<file path="src/rtl/profile_counter_ctrl.sv">
// ---------------------------------------------------------------------------
// profile_counter_ctrl
//
// Drives an external profiling up/down counter (reset, enable, direction)
// from start/stop event pulses, then reads the counter back once it has
// settled and offers the elapsed count on a valid/ack handshake.
//
// Ports:
//   clock            - single clock, rising-edge active
//   reset            - asynchronous, active-low
//   start            - pulse, begins a measurement (honoured in IDLE only)
//   stop             - pulse, ends a measurement (honoured in RUN only)
//   abort            - level, abandons any measurement
//   counterValue     - current counter value (registered in the counter)
//   counterReset     - registered synchronous clear to the counter
//   counterEnable    - registered count enable to the counter
//   counterDirection - constant 1 (count up)
//   resultValid      - registered, result available
//   resultData       - registered elapsed count, saturated on overflow
//   resultAck        - consumer acceptance of the result
//   overflow         - sticky, counter wrapped during current/last measurement
//   busy             - high whenever a measurement is in progress or pending
// ---------------------------------------------------------------------------
module profile_counter_ctrl #(
   parameter int WIDTH = 32
) (
   input  logic             clock,
   input  logic             reset,
   input  logic             start,
   input  logic             stop,
   input  logic             abort,
   input  logic [WIDTH-1:0] counterValue,
   output logic             counterReset,
   output logic             counterEnable,
   output logic             counterDirection,
   output logic             resultValid,
   output logic [WIDTH-1:0] resultData,
   input  logic             resultAck,
   output logic             overflow,
   output logic             busy
);

   typedef enum logic [2:0] {
      IDLE    = 3'd0,
      CLEAR   = 3'd1,
      RUN     = 3'd2,
      CAPTURE = 3'd3,
      HOLD    = 3'd4
   } state_t;

   state_t           state_reg, state_next;
   logic             cnt_reset_reg, cnt_reset_next;
   logic             cnt_enable_reg, cnt_enable_next;
   logic             valid_reg, valid_next;
   logic [WIDTH-1:0] data_reg, data_next;
   logic             overflow_reg, overflow_next;

   always_ff @(posedge clock or negedge reset) begin
      if (!reset) begin
         state_reg      <= IDLE;
         cnt_reset_reg  <= 1'b0;
         cnt_enable_reg <= 1'b0;
         valid_reg      <= 1'b0;
         data_reg       <= '0;
         overflow_reg   <= 1'b0;
      end else begin
         state_reg      <= state_next;
         cnt_reset_reg  <= cnt_reset_next;
         cnt_enable_reg <= cnt_enable_next;
         valid_reg      <= valid_next;
         data_reg       <= data_next;
         overflow_reg   <= overflow_next;
      end
   end

   always_comb begin
      state_next      = state_reg;
      cnt_reset_next  = cnt_reset_reg;
      cnt_enable_next = cnt_enable_reg;
      valid_next      = valid_reg;
      data_next       = data_reg;
      overflow_next   = overflow_reg;

      case (state_reg)
         IDLE: begin
            // start has priority over a coincident stop, which is ignored here
            if (start) begin
               state_next     = CLEAR;
               cnt_reset_next = 1'b1;
               overflow_next  = 1'b0;
            end
         end
         CLEAR: begin
            state_next      = RUN;
            cnt_reset_next  = 1'b0;
            cnt_enable_next = 1'b1;
         end
         RUN: begin
            // The counter sits at all ones and is about to wrap on this edge.
            if (cnt_enable_reg && (counterValue == {WIDTH{1'b1}}))
               overflow_next = 1'b1;
            if (stop) begin
               state_next      = CAPTURE;
               cnt_enable_next = 1'b0;
            end
         end
         CAPTURE: begin
            // One idle cycle so the counter's last increment is visible.
            state_next = HOLD;
            data_next  = overflow_reg ? {WIDTH{1'b1}} : counterValue;
            valid_next = 1'b1;
         end
         HOLD: begin
            if (resultAck) begin
               state_next = IDLE;
               valid_next = 1'b0;
            end
         end
         default: begin
            state_next      = IDLE;
            cnt_reset_next  = 1'b0;
            cnt_enable_next = 1'b0;
            valid_next      = 1'b0;
         end
      endcase

      // abort overrides every state but keeps overflow and the last result
      if (abort) begin
         state_next      = IDLE;
         cnt_reset_next  = 1'b0;
         cnt_enable_next = 1'b0;
         valid_next      = 1'b0;
      end
   end

   assign counterReset     = cnt_reset_reg;
   assign counterEnable    = cnt_enable_reg;
   assign counterDirection = 1'b1;
   assign resultValid      = valid_reg;
   assign resultData       = data_reg;
   assign overflow         = overflow_reg;
   assign busy             = (state_reg != IDLE);

endmodule

</file>
<file path="config.mk">
export PLATFORM = sky130hd
export DESIGN_NAME = profile_counter_ctrl
export DESIGN_NICKNAME = d
export VERILOG_FILES = /design/src/rtl/profile_counter_ctrl.sv
export SDC_FILE = /design/constraint.sdc
export NUM_CORES = 1
export LEC_CHECK = 0
export ABC_AREA = 0
export CORE_MARGIN = 2
export CORE_UTILIZATION = 29
export CTS_BUF_LIST = sky130_fd_sc_hd__clkbuf_8
export CTS_CLUSTER_DIAMETER = 30
export DETAILED_ROUTE_END_ITERATION = 12
export GPL_ROUTABILITY_DRIVEN = 0
export RECOVER_POWER = 50
export SYNTH_ARGS = -nofsm -noshare
export SYNTH_HDL_FRONTEND = slang
export SYNTH_SLANG_ARGS = --single-unit
</file>
<file path="constraint.sdc">
create_clock -name clock -period 1.2 [get_ports clock]
set_input_delay 0.18 -clock clock [delete_from_list [all_inputs] [get_ports clock]]
set_output_delay 0.18 -clock clock [all_outputs]
set_load 0.01 [all_outputs]
</file>
* Word-level counts from Yosys, hierarchy flattened
Cells that the tools add are included.
Word-level totals: bits in registers 39, bits of input ports 38, output and inout bits 38, logic and storage cells 49
Operators by class: equal/unequal tests 13, multiplexer cells 18, reductions and logical operators 12
Operators with widths (number):
- $eq A32 B32 Y1 const B | 1
- $mux W32 | 1
- $pmux W3 S5 | 1
- $mux W3 | 4
- $ne A3 B3 Y1 const B | 3
- $reduce_or A3 Y1 | 3
- $mux W1 | 8
- $eq A3 B2 Y1 const B | 2
- $ne A2 B1 Y1 const B | 3
- $pmux W1 S3 | 2
- $reduce_and A2 Y1 | 3
- $reduce_and A3 Y1 | 2
- $ne A2 B2 Y1 const B | 2
- $pmux W1 S2 | 2
- $eq A3 B1 Y1 const B | 1
- $eq A3 B3 Y1 const B | 1
- $logic_not A3 Y1 | 1
- $reduce_bool A3 Y1 | 1
- $reduce_bool A2 Y1 | 1
- $logic_and A1 B1 Y1 | 1

* Depth between registers and ports, before layout
Gate-level depths: netlist of run 1.
depth after elaboration 4, gate-level depth with buffers 5, mapped depth without buffers 3

* Worst setup path before layout of run 1
OpenSTA, ideal clock, no wires.
path kind flip-flop to flip-flop, start point register state_reg[1], end point register cnt_reset_reg, in the netlist counterReset, library setup time 0.073 ns, data arrival time 1.133 ns, data required time 1.127 ns, setup slack -0.006 ns, stages on the path, launching flop included 5, path buffers 1, period minus slack after synthesis 1.206 ns, cell sequence dfrtp_1 buf_6 or3b_1 a21o_1 a21oi_2
On the way: cells in the longest elaborated chain, start to end 4, elaborated cells between the ends (all ways) 10, classes of those cells eq/ne: 5; mux: 2; reduce/logical: 3
RTL lines:
- start: declaration | RTL line 51 | state_t state_reg, state_next;
- start signal: assignment | RTL line 67 | state_reg <= state_next;
- $eq A3 B3 Y1 or $eq A3 B2 Y1 (tied branches) | RTL line 84 | case (state_reg)
- $reduce_or A3 Y1 (no source line)
- $pmux W1 S2 or $ne A2 B1 Y1 (tied branches)
- $mux W1 or $reduce_and A2 Y1 (tied branches)
- end signal: assignment | RTL line 68 | cnt_reset_reg <= cnt_reset_next;
- end: declaration | RTL line 52 | logic cnt_reset_reg, cnt_reset_next;
Parallel ways exist; a longest one is shown, timed or not. A chain may end at the register's enable or synchronous reset.

* Worst setup path after layout of run 1
start point register state_reg[0], end point output port busy
On the way: cells in the longest elaborated chain, start to end 1
RTL lines:
- $reduce_bool A3 Y1 | RTL line 142 | assign busy = (state_reg != IDLE);
- end: declaration | RTL line 40 | output logic busy
No other way between the ends.

==> metrics.yaml, run 1 <==
pwr:
  static-leakage-power_uw: 0.00144
  vdd_drop_max_mv: 0.788
  power.density_cell_area_mw_per_mm2: 1830
routing:
  detail-route-antenna-nets: 0
  avgRoutedWirePerCell_um: 14.0
  drt_iter0_drc: 69
  num_vias: 1670
  drcViolationCount: 0
  dr.pass1.iters: 4
  routed_via_density: 4.64
  routed_wirelength_um: 5040
worst_hold_path:
  worstHoldEndpoint: "resultData[20]"
  min_path_type: "reg2reg"
  min-delay-start: "resultData[20]"
  hold-path-cell-count: 2
global_routing:
  gr-usage-met2_pct: 25.3
  grt_busiest_layer: "met2"
  grt.overflow.total: 0
  pin_count_of_the_biggest_net_entering_global_routing: 40
  global_route_wire_length_before_repair_um: 8070
  globalRouteMet3Util_pct: 4.04
  first_global_vias: 1626
  antenna_found_initial: 0
  met1_usage_pct: 23.3
  grt_util_all_layers_pct: 16.4
timing:
  timing.final.setup_violations: 35
  timing.max_slew.rel_slack_pct: 63.0
  final.period_utilization_pct: 113
  layout_setup_ws_ns: -0.155
  fin_setup_tns_ns: -1.51
  hold_violations: 0
  max_freq_ghz: 0.738
  period_minus_slack_ns: 1.35
  worst_hold_slack_ns: 0.477
  worst_clock_skew_ns: 0.00751
  worstMarginPinSlew_ns: 0.554
  drv_slew: 0
  grt_setup_unrepaired: "yes"
synth:
  synth_warnings: 0
  mappedNetlistNets: 227
  syn_avg_cell_area_um2: 8.98
  ys_seq_area_share_pct: 57.5
  synth_area_mm2: 0.00170
  ys_types: 24
  synth-seq-cells: 39
  synth_cells: 189
floorplan:
  floorplan.initialDensity_pct: 30.5
  die_width_um: 80.5
  core_area_mm2: 0.00557
  floorplan.die.height_um: 80.5
  floorplan.io_pins: 76
  row_count: 27
  design.die.area_mm2: 0.00648
layout:
  sequential_cell_area_um2: 976
  multi_input_area_um2: 823
  finish.net_count: 325
  final_core_utilization_pct: 55.7
  num_antenna_cells: 0
  areaGrowthSynthToFinish_pct: 82.8
  fillers: 520
  largest_reg_flops: 32
  final_layout_size_suffix_gt1_share_pct: 29.5
setup_path:
  r2r_cells: 6
  startpoint_to_endpoint_class_of_the_critical_path: "reg2out"
  critPathArrivalTime_ns: 1.17
  crit-reg2reg-launch: "state_reg[2]"
  worst_path_largest_cell_delay_ns: 0.37
  reg2reg_setup_slack_ns: -0.07
  critical_path_required_ns: 1.02
  slowest_stage: "sky130_fd_sc_hd__dfrtp_1"
  cp_max_fo: 2
  regToRegEndpoint: "resultData[3]"
  crit_chain: "or3_1, buf_2"
  critPathCaptureType: "primary output"
  worst_setup_path_start_kind: "flop"
clocking:
  clock-sinks: 39
  cts_tree: "yes"
  worst_skew_pair.late_latency_ns: 0.29
  cts-root-buf: "sky130_fd_sc_hd__clkbuf_8"
  numCtsBuffers: 5
  cts_max_path_buffers: 2
  cts_max_level: 2
  clk_pin_slew_ns: 0.08
placed_design:
  place.port_buffers: 74
  dp_slack_ns: -0.198
  detailed_place_hpwl_um: 3260
outcome:
  status: "finished, violations left"
  failed_checks: "negative setup slack"
flow_run:
  max_cap_viol_count: 0
[per-layer routing]
metal / routed length (um) / vias to the layer above
li1: - / 830
met1: 2450 / 791
met2: 2370 / 47
met3: 210 / 2
met4: 15 / 0
met5: 0 / -
[cell usage after synthesis, drive strengths merged]
library cell	number	area, um^2
nand2	35	131
nand4b	2	17.5
o21ai	32	160
or3b	1	8.76
or3	1	6.26
clkbuf	10	37.5
nor4	2	12.5
a21oi	4	23.8
a2bb2oi	1	8.76
nor3	3	15.0
dfrtp	39	976
xnor2	1	8.76
conb	1	3.75
nand3b	3	22.5
buf	5	36.3
a32o	1	10.0
nor2	35	131
nand2b	3	18.8
nand4	7	43.8
mux2i	1	10.0
a21o	2	15.0
[stage by stage]
stage	area (um^2)	std cells	total power (uW)
3_5_place_dp	2630	339	4430
3_3_place_gp	2630	339	4400
4_1_cts	2960	361	5300
5_1_grt	3100	360	6060
6_report	3100	360	5670
2_1_floorplan	1700	189	2950
[report_power, final]
part | internal, uW | switching [uW]
Combinational | 1240 | 1010
Sequential | 1880 | 401
Clock | 673 | 467
Total | 3790 | 1880
[what timing repair did]
item,4_1_cts,5_1_grt
hold endpoints to repair,39,0
setup buffers,6,1
pin swaps,7,19
setup endpoints to repair,72,37
resized for setup,74,74
hold buffers,1,0
gates cloned,7,1
[kinds of logic after synthesis]
| family | after synthesis | synth area share (%) |
|---|---|---|
| flip-flops | 39 | 57.5 |
| other | 1 | 0.221 |
| AND/OR/NAND/NOR | 92 | 24.0 |
| buffers and inverters | 15 | 4.35 |
| AO/OA/AOI/OAI | 40 | 12.8 |
| multiplexers | 1 | 0.590 |
| XOR/XNOR | 1 | 0.516 |
[cell type report]
type	count	share of cell area [%]
multi-input cells	135	26.5
well taps	72	2.90
flip-flops and latches	39	31.4
clock inverters	2	1.13
clock buffers	6	2.66
repair buffers	106	35.3
[worst max path at each step]
stage	startpoint	to	depth (start not counted)
floorplan	state_reg[1]	counterReset	4
global placement	state_reg[2]	busy	2
detailed placement	state_reg[2]	busy	2
CTS	state_reg[2]	busy	2
global route	state_reg[0]	busy	2
finish	state_reg[0]	busy	2
[worst max-delay path, delay by kind of cell, from the launching register on]
family	cells	cell delay [ns]
buffers and inverters	1	0.15
and+or+nand+nor	1	0.37
DFF	1	0.37
[cell usage in the layout, fill, tap and decap left out, types with 9 or more instances in the layout]
master	netlist	routed
sky130_fd_sc_hd__o21ai_2	0	17
sky130_fd_sc_hd__clkdlybuf4s50_1	0	36
sky130_fd_sc_hd__clkdlybuf4s15_1	0	9
sky130_fd_sc_hd__nand2_2	0	15
sky130_fd_sc_hd__nor2_1	35	34
sky130_fd_sc_hd__nand2_1	35	11
sky130_fd_sc_hd__buf_4	2	16
sky130_fd_sc_hd__o21ai_1	0	15
sky130_fd_sc_hd__dlygate4sd2_1	0	27
sky130_fd_sc_hd__dfrtp_1	39	39
sky130_fd_sc_hd__nand2_4	0	9
(Power assumes the default switching activity.)
==> run 2, diff against run 1 <==
- CORE_UTILIZATION: 29 -> 39
- PLACE_DENSITY: unset -> 0.79
==> metrics.yaml, run 2 (synthesis gave the netlist of run 1 again) <==
outcome:
  status: "finished, violations left"
  failed_checks: "negative setup slack"
setup_path:
  reg2reg_setup_slack_ns: -0.09  # -0.02 ns
  startpoint_to_endpoint_class_of_the_critical_path: "reg2out"
  slowest_stage: "sky130_fd_sc_hd__dfrtp_1"
  crit_chain: "or3_1, buf_2"
  r2r_cells: 6  # unchanged
  cp_max_fo: 2  # unchanged
  critical_path_required_ns: 1.02  # about the same
  worst_setup_path_start_kind: "flop"
  crit-reg2reg-launch: "state_reg[2]"
  critPathArrivalTime_ns: 1.18  # about the same
  critPathCaptureType: "primary output"
  regToRegEndpoint: "resultData[20]"
  worst_path_largest_cell_delay_ns: 0.39  # +0.02 ns
clocking:
  cts_max_path_buffers: 2  # unchanged
  clk_pin_slew_ns: 0.07  # about the same
  numCtsBuffers: 5  # unchanged
  cts_tree: "yes"
  worst_skew_pair.late_latency_ns: 0.28  # about the same
  cts_max_level: 2  # unchanged
  cts-root-buf: "sky130_fd_sc_hd__clkbuf_8"
  clock-sinks: 39  # unchanged
routing:
  drt_iter0_drc: 128  # +86%
  dr.pass1.iters: 4  # unchanged
  detail-route-antenna-nets: 0  # unchanged
  routed_wirelength_um: 5130  # +1.6%
  drcViolationCount: 0  # unchanged
  num_vias: 1682  # +0.72%
  met2WireLength_um: 2640  # +11%
  routed_via_density: 5.05  # +8.9%
  avgRoutedWirePerCell_um: 15.4  # +9.9%
  wl_on_met1_um: 2200  # -10%
  uppermost_signal_routing_layer_after_detailed_routing: "met4"
  routed-wl-met3_um: 241  # +15%
pwr:
  static-leakage-power_uw: 0.00142  # -1.4%
  power.density_cell_area_mw_per_mm2: 1870  # +2.4%
  vdd_drop_max_mv: 0.996  # +26%
timing:
  worst_clock_skew_ns: 0.00393  # -0.00358 ns
  hold_violations: 0  # unchanged
  timing.max_slew.rel_slack_pct: 63.9  # +0.88 points
  final.period_utilization_pct: 114  # +0.75 points
  worstMarginPinSlew_ns: 0.541  # -0.0132 ns
  period_minus_slack_ns: 1.36  # +0.00900 ns
  fin_setup_tns_ns: -1.85  # -0.347 ns
  grt_setup_unrepaired: "yes"
  max_freq_ghz: 0.733  # -0.66%
  timing.final.setup_violations: 29  # -17%
  layout_setup_ws_ns: -0.164  # -0.00900 ns
  worst_hold_slack_ns: 0.479  # +0.00133 ns
  drv_slew: 0  # unchanged
layout:
  num_antenna_cells: 0  # unchanged
  mostFrequentLayoutCell: "sky130_fd_sc_hd__dfrtp_1"
  finish.net_count: 320  # -1.5%
  largest_reg_flops: 32  # unchanged
  areaGrowthSynthToFinish_pct: 81.6
  final_layout_size_suffix_gt1_share_pct: 31.1  # +1.6 points
  final_cell_mix: "sky130_fd_sc_hd__dfrtp_1, sky130_fd_sc_hd__clkdlybuf4s50_1, sky130_fd_sc_hd__nor2_1, sky130_fd_sc_hd__dlygate4sd2_1"
worst_hold_path:
  worstHoldEndpoint: "resultData[26]"
  min-delay-start: "resultData[26]"
  min_path_type: "reg2reg"
  hold-path-cell-count: 2  # unchanged
global_routing:
  first_global_vias: 1552  # -4.6%
  antenna_found_initial: 0  # unchanged
  global_route_wire_length_before_repair_um: 7380  # -8.5%
  pin_count_of_the_biggest_net_entering_global_routing: 40  # unchanged
  grt.overflow.total: 0  # unchanged
  grt_util_all_layers_pct: 18.8  # +2.4 points
floorplan:
  row_count: 23  # -15%
  die_width_um: 70.0  # -13%
  floorplan.die.height_um: 70.0  # -13%
  floorplan.initialDensity_pct: 41.5  # +11 points
  floorplan.io_pins: 76  # unchanged
  core_area_mm2: 0.00409  # -27%
  design.die.area_mm2: 0.00490  # -24%
flow_run:
  max_cap_viol_count: 0  # unchanged
placed_design:
  detailed_place_hpwl_um: 3100  # -5.1%
  dp_slack_ns: -0.189  # +0.00890 ns
  place.port_buffers: 74  # unchanged
## run 2: layer usage
layer	up-vias	global-route usage, %
met5	-	0
met4	0	5.77
li1	821	-
met3	5	3.61
met1	807	26.2
met2	49	29.8
## run 2: metrics by stage
stage	total power, uW	std cells	utilization (%)	cell area [um^2]
floorplan	2950	189	-	1700
finish	5770	333	75.4	3080
CTS	5010	327	66.4	2710
detailed placement	4430	312	62.8	2560
global route	6140	333	75.4	3080
global placement	4360	312	62.8	2560
## run 2: worst max path at each step
| stage | endpoint | start | cells past startpoint | slack (ns) |
|---|---|---|---|---|
| 2_1_floorplan | counterReset | state_reg[1] | 4 | 0.01 |
| 4_1_cts | busy | state_reg[2] | 2 | -0.15 |
| 6_report | busy | state_reg[0] | 2 | -0.16 |
| 3_3_place_gp | busy | state_reg[2] | 2 | -0.17 |
| 5_1_grt | busy | state_reg[0] | 2 | -0.20 |
| 3_5_place_dp | overflow | counterValue[21] | 4 | -0.19 |
## run 2: area by class of cell
type | count | area [um^2]
sequential | 39 | 976
tap | 50 | 62.6
clock inverter | 1 | 3.75
clock buffer | 7 | 96.3
fill | 310 | 1000
timing repair buffer | 101 | 1030
multi-input combinational | 135 | 918
## run 2: where the power goes
| part | switching [uW] | internal (uW) | total (uW) |
|---|---|---|---|
| sequential | 513 | 1880 | 2400 |
| combinational | 1050 | 1360 | 2410 |
| clock | 441 | 516 | 957 |
| total | 2010 | 3760 | 5770 |
## run 2: critical path: cells and delay by family, from the launching register on
kind	cells	cell delay, ns
AND/OR/NAND/NOR	1	0.37
flip-flops	1	0.39
buffers and inverters	1	0.14
## run 2: repair_timing
action                     CTS  global route
hold endpoints to repair    39             0
pin swaps                    1            30
gates resized for setup     53           103
gates cloned                 1             6
setup endpoints to repair   72            36
setup buffers                5             1
hold buffers                 1             0
==> run 3, diff against run 2 <==
- CELL_PAD_IN_SITES_DETAIL_PLACEMENT: unset -> 0
- CELL_PAD_IN_SITES_GLOBAL_PLACEMENT: unset -> 1
- CORE_UTILIZATION: 39 -> 28
- PLACE_DENSITY: 0.79 -> unset
- PLACE_DENSITY_LB_ADDON: unset -> 0.1
==> metrics.yaml, run 3 (synthesis gave the netlist of run 1 again) <==
outcome:
  failed_checks: "negative setup slack"
  status: "finished, violations left"
routing:
  avgRoutedWirePerCell_um: 15.3  # -0.92%
  drcViolationCount: 0  # unchanged
  routed_via_density: 4.68  # -7.3%
  drt_iter0_drc: 49  # -62%
  dr.pass1.iters: 4  # unchanged
  num_vias: 1741  # +3.5%
  routed_wirelength_um: 5680  # +11%
  detail-route-antenna-nets: 0  # unchanged
timing:
  period_minus_slack_ns: 1.35  # -0.0137 ns
  worst_clock_skew_ns: 0.00961  # +0.00568 ns
  grt_setup_unrepaired: "yes"
  drv_slew: 0  # unchanged
  max_freq_ghz: 0.741  # +1.0%
  worst_hold_slack_ns: 0.325  # -0.153 ns
  hold_violations: 0  # unchanged
  timing.final.setup_violations: 35  # +21%
  layout_setup_ws_ns: -0.150  # +0.0137 ns
  final.period_utilization_pct: 113  # -1.1 points
  fin_setup_tns_ns: -2.96  # -1.11 ns
global_routing:
  global_route_wire_length_before_repair_um: 7960  # +7.8%
  grt_busiest_layer: "met2"
  grt.overflow.total: 0  # unchanged
  gr-usage-met2_pct: 25.4  # -4.4 points
  first_global_vias: 1574  # +1.4%
  met1_usage_pct: 21.2  # -5.0 points
  pin_count_of_the_biggest_net_entering_global_routing: 27  # -33%
  globalRouteMet3Util_pct: 4.07  # +0.46 points
  grt_util_all_layers_pct: 15.9  # -2.9 points
  antenna_found_initial: 0  # unchanged
pwr:
  static-leakage-power_uw: 0.00149  # +4.7%
  power.density_cell_area_mw_per_mm2: 1810  # -3.4%
  vdd_drop_max_mv: 0.775  # -22%
clocking:
  clock-sinks: 39  # unchanged
  clk_pin_slew_ns: 0.08  # about the same
  cts-root-buf: "sky130_fd_sc_hd__clkbuf_8"
  worst_skew_pair.late_latency_ns: 0.29  # about the same
  numCtsBuffers: 5  # unchanged
  cts_max_level: 2  # unchanged
  cts_tree: "yes"
  cts_max_path_buffers: 2  # unchanged
layout:
  finish.net_count: 335  # +4.7%
  mostFrequentLayoutCell: "sky130_fd_sc_hd__dfrtp_1"
  areaGrowthSynthToFinish_pct: 91.9
  final_core_utilization_pct: 55.4  # -20 points
  largest_reg_flops: 32  # unchanged
  final_cell_mix: "sky130_fd_sc_hd__dfrtp_1, sky130_fd_sc_hd__clkdlybuf4s50_1, sky130_fd_sc_hd__nor2_1, sky130_fd_sc_hd__buf_4"
  post-route-cell-area_mm2: 0.00326  # +5.7%
  fillers: 552  # +78%
  final_layout_size_suffix_gt1_share_pct: 35.0  # +3.9 points
  num_antenna_cells: 0  # unchanged
setup_path:
  cp_max_fo: 2  # unchanged
  crit-reg2reg-launch: "state_reg[2]"
  critPathLaunch: "state_reg[1]"
  worst_setup_path_start_kind: "flop"
  critical_path_required_ns: 1.02  # about the same
  startpoint_to_endpoint_class_of_the_critical_path: "reg2out"
  regToRegEndpoint: "resultData[24]"
  reg2reg_setup_slack_ns: -0.12  # -0.03 ns
  r2r_cells: 6  # unchanged
  critPathArrivalTime_ns: 1.17  # about the same
  critPathCaptureType: "primary output"
worst_hold_path:
  min_path_type: "in2async"
floorplan:
  floorplan.initialDensity_pct: 28.8  # -13 points
  floorplan.io_pins: 76  # unchanged
  core_area_mm2: 0.00589  # +44%
  floorplan.die.height_um: 81.9  # +17%
  design.die.area_mm2: 0.00670  # +37%
  row_count: 28  # +22%
  die_width_um: 81.9  # +17%
placed_design:
  detailed_place_hpwl_um: 3420  # +10%
  dp_slack_ns: -0.196  # -0.00760 ns
  placed_cell_area_mm2: 0.00267  # +4.2%
  place.port_buffers: 74  # unchanged
flow_run:
  max_cap_viol_count: 0  # unchanged
## run 3: changes by cell type in the layout (fill, tap and decap cells not counted), moves of 2 or more
cell                              delta
sky130_fd_sc_hd__nand2_2             +7
sky130_fd_sc_hd__clkdlybuf4s15_1    +10
sky130_fd_sc_hd__o21ai_2             -2
sky130_fd_sc_hd__nand2_1             -5
sky130_fd_sc_hd__nand2_4             -2
sky130_fd_sc_hd__buf_4              +15
sky130_fd_sc_hd__o21ai_1             +6
sky130_fd_sc_hd__clkbuf_8            -2
sky130_fd_sc_hd__o21ai_0             -4
sky130_fd_sc_hd__dlygate4sd2_1      -10
## run 3: repair_timing
item	4_1_cts	5_1_grt
buffers inserted	3	5
hold endpoints to repair	13	0
resized for setup	65	110
pin swaps	2	37
endpoints found under the setup margin	71	38
gates cloned	1	7
hold buffers	1	0
## run 3: metrics by stage
step	instances	total power, uW
floorplan	189	2950
global placement	349	4440
detailed placement	349	4470
CTS	361	5170
global route	372	6290
finish	372	5890
## run 3: cell type report
class / count / area (um^2) / area share [%]
Tap cell: 75 / 93.8 / 2.88
Sequential cell: 39 / 976 / 30.0
Clock inverter: 2 / 33.8 / 1.04
Multi-Input combinational cell: 135 / 908 / 27.9
Clock buffer: 5 / 68.8 / 2.11
Timing Repair Buffer: 116 / 1180 / 36.1
## run 3: metal layers
layer	up-vias	routed length, um
met5	-	0
met4	0	90
met2	47	2830
li1	852	-
met1	830	2440
met3	12	310
## run 3: critical path: stages, from the launching register on
cell	delay, ns
sky130_fd_sc_hd__dfrtp_1	0.38
sky130_fd_sc_hd__or3_1	0.36
sky130_fd_sc_hd__buf_2	0.14
## run 3: report_power, final
group          internal (uW)  leakage (uW)  switching [uW]
clock                    601     0.0000554             455
combinational           1420      0.000958            1030
sequential              1880      0.000473             498
total                   3910       0.00149            1980
## run 3: worst max-delay path by stage
stage	slack [ns]	endpoint	cells after the start
after detailed placement	-0.20	overflow	4
after global routing	-0.19	busy	2
final	-0.15	busy	2
after CTS	-0.17	busy	2
after floorplan	0.01	counterReset	4
after global placement	-0.19	busy	2
